[src/rtl/alu_issue_if.sv]
// alu_issue_if: command handshake, register ports, ALU operands/result and completion signals of alu_issue.
interface alu_issue_if;
  logic       cmd_valid;
  logic       cmd_ready;
  logic [2:0] cmd_op;
  logic [1:0] cmd_dst;
  logic [1:0] cmd_src_a;
  logic [1:0] cmd_src_b;
  logic       cmd_imm_en;
  logic [7:0] cmd_imm;
  logic       wr_en;
  logic [1:0] wr_addr;
  logic [7:0] wr_data;
  logic [1:0] rd_addr;
  logic [7:0] rd_data;
  logic [7:0] a;
  logic [7:0] b;
  logic [2:0] alu_sel;
  logic [7:0] result;
  logic       zflag;
  logic       done_valid;
  logic [7:0] done_result;
  logic       zreg;
  modport slave (
    input  cmd_valid, cmd_op, cmd_dst, cmd_src_a, cmd_src_b, cmd_imm_en, cmd_imm,
    input  wr_en, wr_addr, wr_data, rd_addr, result, zflag,
    output cmd_ready, rd_data, a, b, alu_sel, done_valid, done_result, zreg
  );
  modport master (
    output cmd_valid, cmd_op, cmd_dst, cmd_src_a, cmd_src_b, cmd_imm_en, cmd_imm,
    output wr_en, wr_addr, wr_data, rd_addr, result, zflag,
    input  cmd_ready, rd_data, a, b, alu_sel, done_valid, done_result, zreg
  );
endinterface

[src/rtl/alu_issue.sv]
// alu_issue: three-state issue/execute/writeback stage feeding an external 8-bit ALU from a 4x8 register file.
module alu_issue #(
  parameter int REG_COUNT = 4
) (
  input logic        clk,
  input logic        rst,
  alu_issue_if.slave bus
);
  typedef enum logic [1:0] {IDLE, EXEC, WB} state_t;
  state_t     state;
  logic [7:0] regs [REG_COUNT];
  logic [1:0] dst;
  logic [7:0] res;
  logic       zf;
  assign bus.rd_data = regs[bus.rd_addr];
  always_ff @(posedge clk or posedge rst)
    if (rst) begin
      state           <= IDLE;
      dst             <= '0;
      res             <= '0;
      zf              <= 1'b0;
      bus.cmd_ready   <= 1'b1;
      bus.a           <= '0;
      bus.b           <= '0;
      bus.alu_sel     <= '0;
      bus.done_valid  <= 1'b0;
      bus.done_result <= '0;
      bus.zreg        <= 1'b0;
      for (int i = 0; i < REG_COUNT; i++) regs[i] <= '0;
    end else begin
      // writeback below is assigned later, so it overrides a same-address external write
      if (bus.wr_en) regs[bus.wr_addr] <= bus.wr_data;
      case (state)
        IDLE: if (bus.cmd_valid) begin
          dst           <= bus.cmd_dst;
          bus.a         <= regs[bus.cmd_src_a];
          bus.b         <= bus.cmd_imm_en ? bus.cmd_imm : regs[bus.cmd_src_b];
          bus.alu_sel   <= bus.cmd_op;
          bus.cmd_ready <= 1'b0;
          state         <= EXEC;
        end
        EXEC: begin
          res            <= bus.result;
          zf             <= bus.zflag;
          bus.done_valid <= 1'b1;
          state          <= WB;
        end
        default: begin
          regs[dst]       <= res;
          bus.done_result <= res;
          bus.zreg        <= zf;
          bus.done_valid  <= 1'b0;
          bus.cmd_ready   <= 1'b1;
          state           <= IDLE;
        end
      endcase
    end
endmodule

[src/flat_wrapper.sv]
// flat-port wrapper written by rule: the top's interface ports become plain ports
module alu_issue_flat 
#(
  parameter int REG_COUNT = 4
)
  (clk, rst, bus_cmd_valid, bus_cmd_op, bus_cmd_dst, bus_cmd_src_a, bus_cmd_src_b, bus_cmd_imm_en, bus_cmd_imm, bus_wr_en, bus_wr_addr, bus_wr_data, bus_rd_addr, bus_result, bus_zflag, bus_cmd_ready, bus_rd_data, bus_a, bus_b, bus_alu_sel, bus_done_valid, bus_done_result, bus_zreg);
  alu_issue_if bus_i ();
  input logic clk;
  input logic rst;
  input wire logic [$bits(bus_i.cmd_valid)-1:0] bus_cmd_valid;
  input wire logic [$bits(bus_i.cmd_op)-1:0] bus_cmd_op;
  input wire logic [$bits(bus_i.cmd_dst)-1:0] bus_cmd_dst;
  input wire logic [$bits(bus_i.cmd_src_a)-1:0] bus_cmd_src_a;
  input wire logic [$bits(bus_i.cmd_src_b)-1:0] bus_cmd_src_b;
  input wire logic [$bits(bus_i.cmd_imm_en)-1:0] bus_cmd_imm_en;
  input wire logic [$bits(bus_i.cmd_imm)-1:0] bus_cmd_imm;
  input wire logic [$bits(bus_i.wr_en)-1:0] bus_wr_en;
  input wire logic [$bits(bus_i.wr_addr)-1:0] bus_wr_addr;
  input wire logic [$bits(bus_i.wr_data)-1:0] bus_wr_data;
  input wire logic [$bits(bus_i.rd_addr)-1:0] bus_rd_addr;
  input wire logic [$bits(bus_i.result)-1:0] bus_result;
  input wire logic [$bits(bus_i.zflag)-1:0] bus_zflag;
  output wire logic [$bits(bus_i.cmd_ready)-1:0] bus_cmd_ready;
  output wire logic [$bits(bus_i.rd_data)-1:0] bus_rd_data;
  output wire logic [$bits(bus_i.a)-1:0] bus_a;
  output wire logic [$bits(bus_i.b)-1:0] bus_b;
  output wire logic [$bits(bus_i.alu_sel)-1:0] bus_alu_sel;
  output wire logic [$bits(bus_i.done_valid)-1:0] bus_done_valid;
  output wire logic [$bits(bus_i.done_result)-1:0] bus_done_result;
  output wire logic [$bits(bus_i.zreg)-1:0] bus_zreg;
  assign bus_i.cmd_valid = bus_cmd_valid;
  assign bus_i.cmd_op = bus_cmd_op;
  assign bus_i.cmd_dst = bus_cmd_dst;
  assign bus_i.cmd_src_a = bus_cmd_src_a;
  assign bus_i.cmd_src_b = bus_cmd_src_b;
  assign bus_i.cmd_imm_en = bus_cmd_imm_en;
  assign bus_i.cmd_imm = bus_cmd_imm;
  assign bus_i.wr_en = bus_wr_en;
  assign bus_i.wr_addr = bus_wr_addr;
  assign bus_i.wr_data = bus_wr_data;
  assign bus_i.rd_addr = bus_rd_addr;
  assign bus_i.result = bus_result;
  assign bus_i.zflag = bus_zflag;
  assign bus_cmd_ready = bus_i.cmd_ready;
  assign bus_rd_data = bus_i.rd_data;
  assign bus_a = bus_i.a;
  assign bus_b = bus_i.b;
  assign bus_alu_sel = bus_i.alu_sel;
  assign bus_done_valid = bus_i.done_valid;
  assign bus_done_result = bus_i.done_result;
  assign bus_zreg = bus_i.zreg;
  alu_issue #(.REG_COUNT(REG_COUNT)) u_core (.clk(clk), .rst(rst), .bus(bus_i));
endmodule
[config.mk]
export PLATFORM = sky130hd
export DESIGN_NAME = alu_issue_flat
export DESIGN_NICKNAME = d
export VERILOG_FILES = /design/src/rtl/alu_issue_if.sv /design/src/rtl/alu_issue.sv /design/src/flat_wrapper.sv
export SDC_FILE = /design/constraint.sdc
export NUM_CORES = 1
export LEC_CHECK = 0
export CAP_MARGIN = 30
export CORE_ASPECT_RATIO = 1.4
export CORE_MARGIN = 1.5
export CORE_UTILIZATION = 55
export DETAILED_ROUTE_END_ITERATION = 10
export MAX_ROUTING_LAYER = met4
export PLACE_DENSITY_LB_ADDON = 0.05
export SYNTH_ARGS = -nofsm -noshare
export SYNTH_HDL_FRONTEND = slang
export SYNTH_SLANG_ARGS = --single-unit
[constraint.sdc]
create_clock -name clk -period 3.25 [get_ports clk]
set_input_delay 0.325 -clock clk [delete_from_list [all_inputs] [get_ports clk]]
set_output_delay 0.325 -clock clk [all_outputs]
set_load 0.005 [all_outputs]
==> flow_summary_export.csv <==
group,metric,value,unit
routing,top_layer,"met4",
yosys,synth_most_common_cell,"dfrtp_1",
clock_tree,clkTransAtPathRegs,0.07,ns
clock_tree,clock_latency,0.33,ns
global_routing,grt_pass1_vias,2620,
global_routing,grt_use_total,0.2434,
layout,num_antenna_cells,0,
sta,final-setup-viol-count,0,
power_and_ir_drop,swShare,0.3023,
clock_tree,postCtsSetupRepairBufs,0,
setup_path,cp_slowest_cell,"clkdlybuf4s50_1",
yosys,netlist_area,3746,um^2
die,fp.dieH,100.7,um
yosys,synth_seq_area_share,0.5013,
yosys,async_flop_share,1.000,
clock_tree,clock_path_buffers,2,
yosys,synthTopCellsByArea,"dfrtp_1 (49%), mux4_2 (14%), mux2i_1 (11%), mux2_2 (9.3%), a21oi_1 (4.3%)",
sta,period_needed,2.530,ns
yosys,yosys.area.top_type,"dfrtp_1",
clock_tree,cts_tree,"yes",
routing,vias,2553,
clock_tree,cts_resized,0,
place,dp_slack,0.7002,ns
routing,final_antenna_net_count,0,
die,coreArea,6569,um^2
routing,met2WireLength,4039,um
clock_tree,cts_buffers,9,
routing,drt-pass1-iter-count,4,
clock_tree,numClockSinks,75,
hold_path,hold_class,"input port to asynchronous set/reset pin",
die,io_pins,81,
setup_path,crit_buf_inv,2,
place,port_buffers,80,
sta,worst_pin_slew,0.8416,ns
sta,hold_slack,0.3786,ns
setup_path,worstSetupPathType,"input port to primary output",
sta,tns,0,ns
sta,rsz0062_at_grt,"false",
setup_path,reg2reg_from,"u_core.state[1]",
status,status,"finished, final reports clean",
setup_path,path_common_cell,"clkdlybuf4s50_1",
yosys,synth.distinct_cells,22,
global_routing,grt_overflow,0,
sta,drv_slew,0,
place,dpl.hpwl,5620,um
yosys,syn-num-nets,330,
setup_path,timing.critical_path.to_type,"primary output",
clock_tree,root_buffer,"clkbuf_8",
yosys,synth_top_area_frac,0.4943,
sta,fin_crit_sh,0.7783,
sta,fin_skew,0.01045,ns
yosys,synth.top_cells.by_count,"dfrtp_1 (74), mux2i_1 (40), nor2_1 (36), a21oi_1 (32), mux2_2 (31)",
yosys,synthFlopType,"dfrtp_1",
clock_tree,cts_hold_buf,0,
setup_path,cp_data_required_time,2.92,ns
setup_path,cp.arrival,2.20,ns
setup_path,ff2ff_setup_slack,1.33,ns
power_and_ir_drop,p_per_area,774.1,nW/um^2
place,place.gp.congestion,0.8213,
run,cap_violations,0,
clock_tree,htreeDepth,3,
routing,wl_met3,381,um
power_and_ir_drop,pwr-share-comb,0.369,
layout,synthToLayoutAreaGrowth,25.55,%
setup_path,worstPathMaxFanout,8,
yosys,yosysWarnings,0,
sta,slew_headroom,0.4378,
setup_path,max_stage_delay,0.83,ns
routing,wire_per_inst,17.92,um
die,dieArea,7322,um^2
setup_path,timing.rr.end,"u_core.res[1]",
setup_path,crit_family,"buffers and inverters",
layout,nets,403,
routing,met1Wirelength,3308,um
power_and_ir_drop,p_seq_frac,0.471,
sta,worst_slack,0.7205,ns
yosys,synthCells,287,
die,start_util,0.5703,
die,die_w,72.75,um
global_routing,grt_max_degree,76,
place,dp_cells,423,
routing,avgViaCountPerCell,5.842,
power_and_ir_drop,p_total,3641,uW
routing,wl,7831,um
die,rows,35,
power_and_ir_drop,p_switching,1101,uW
yosys,synth-seq-cells,75,
setup_path,reg2reg_depth,2,
yosys,synth-edff-count,0,
yosys,synth_area_per_cell,13.05,um^2
power_and_ir_drop,clkPwrFrac,0.159,
setup_path,start_kind,"input port",
sta,hold_violations,0,
setup_path,crit_chain,"clkdlybuf4s50_1 > mux4_2 > clkdlybuf4s50_1",
sta,max_clock_freq,395.3,MHz
global_routing,antenna_found_initial,0,
routing,drc,0,
power_and_ir_drop,p_int,2540,uW
layout,stdcell_count,437,
routing,drt_iter0_markers,164,
global_routing,grt_pass1_wl,13100,um
layout,layout-drive-gt1-share,0.2066,
power_and_ir_drop,vdd_ir_drop_max,489.3,uV
power_and_ir_drop,power.leakage,0.002002,uW
## cell families (layout without fill, tap and decap cells)
kind of cell | Yosys count | in the layout | share of synthesized area
flops | 75 | 75 | 0.5013
buf+inv | 23 | 99 | 0.03641
simple gates | 54 | 54 | 0.06446
mux | 95 | 95 | 0.3444
compound gates | 40 | 40 | 0.05344
## power by group through the flow
| stage | Clock, uW | Sequential, uW | Combinational (uW) |
|---|---|---|---|
| 3_5_place_dp | 0 | 1720 | 1360 |
| 2_1_floorplan | 0 | 1610 | 778 |
| 6_report | 580 | 1720 | 1340 |
| 4_1_cts | 592 | 1710 | 1360 |
| 5_1_grt | 628 | 1780 | 1470 |
| 3_3_place_gp | 0 | 1700 | 1330 |
## worst reg2reg max path, delay by kind of cell (launching register included)
kind | cells | cell delay [ns]
AND/OR/NAND/NOR | 1 | 0.77
flip-flops | 1 | 0.62
multiplexers | 1 | 0.42
## placed cells by master (no fill, tap or decap)
master / synthesis / routed
nor3b_4: 0 / 1
clkbuf_1: 2 / 1
o21ai_0: 8 / 8
buf_12: 0 / 1
mux2i_1: 40 / 40
or3b_1: 1 / 1
inv_2: 0 / 1
nor2b_1: 1 / 1
mux4_2: 24 / 24
mux2_2: 31 / 31
nand3_1: 1 / 1
a21oi_1: 32 / 32
clkbuf_8: 0 / 9
nor2_1: 36 / 36
and3_1: 1 / 1
dfstp_2: 1 / 1
nand2_1: 8 / 8
clkinv_2: 0 / 4
clkdlybuf4s50_1: 0 / 80
dfrtp_1: 74 / 74
nor3b_1: 1 / 1
buf_4: 5 / 3
nand3b_1: 4 / 4
## metrics by stage
stage                       util  instance area (um^2)
after floorplan                -                  3746
after detailed placement  0.6935                  4556
after global placement    0.6935                  4556
after global routing      0.7160                  4703
after CTS                 0.7160                  4703
final                     0.7160                  4703
## state kept, by name, summed over array words and instances, names as in the netlist
register / flops
u_core.bus.alu_sel: 3
u_core.bus.done_valid: 1
u_core.bus.done_result: 8
u_core.zf: 1
u_core.bus.cmd_ready: 1
u_core.bus.zreg: 1
u_core.dst: 2
u_core.bus.a: 8
u_core.res: 8
u_core.regs: 32
u_core.state: 2
u_core.bus.b: 8
## worst max-delay path by stage
| stage | from | endpoint | slack [ns] | cells after the start |
|---|---|---|---|---|
| 2_1_floorplan | rst | u_core.bus.a[0] | 1.02 | 1 |
| 3_3_place_gp | bus_rd_addr[0] | bus_rd_data[6] | 0.73 | 3 |
| 3_5_place_dp | bus_rd_addr[0] | bus_rd_data[3] | 0.70 | 3 |
| 4_1_cts | bus_rd_addr[0] | bus_rd_data[3] | 0.70 | 3 |
| 5_1_grt | bus_rd_addr[0] | bus_rd_data[3] | 0.64 | 3 |
| 6_report | bus_rd_addr[0] | bus_rd_data[3] | 0.72 | 3 |
## metal layers
layer | track usage | vias up
met5 | - | -
met4 | 0.1060 | 0
met3 | 0.03400 | 7
met2 | 0.3910 | 82
met1 | 0.3084 | 1270
li1 | - | 1194
## layout make-up
cell class / instances / area (um^2)
clock buffers: 10 / 127.6
clock inverters: 4 / 20.02
fillers: 499 / 1866
inverters: 1 / 3.754
multi-input cells: 189 / 1738
flip-flops and latches: 75 / 1878
well taps: 74 / 92.59
repair buffers: 84 / 843.3
Power figures use the tool's default switching activity.
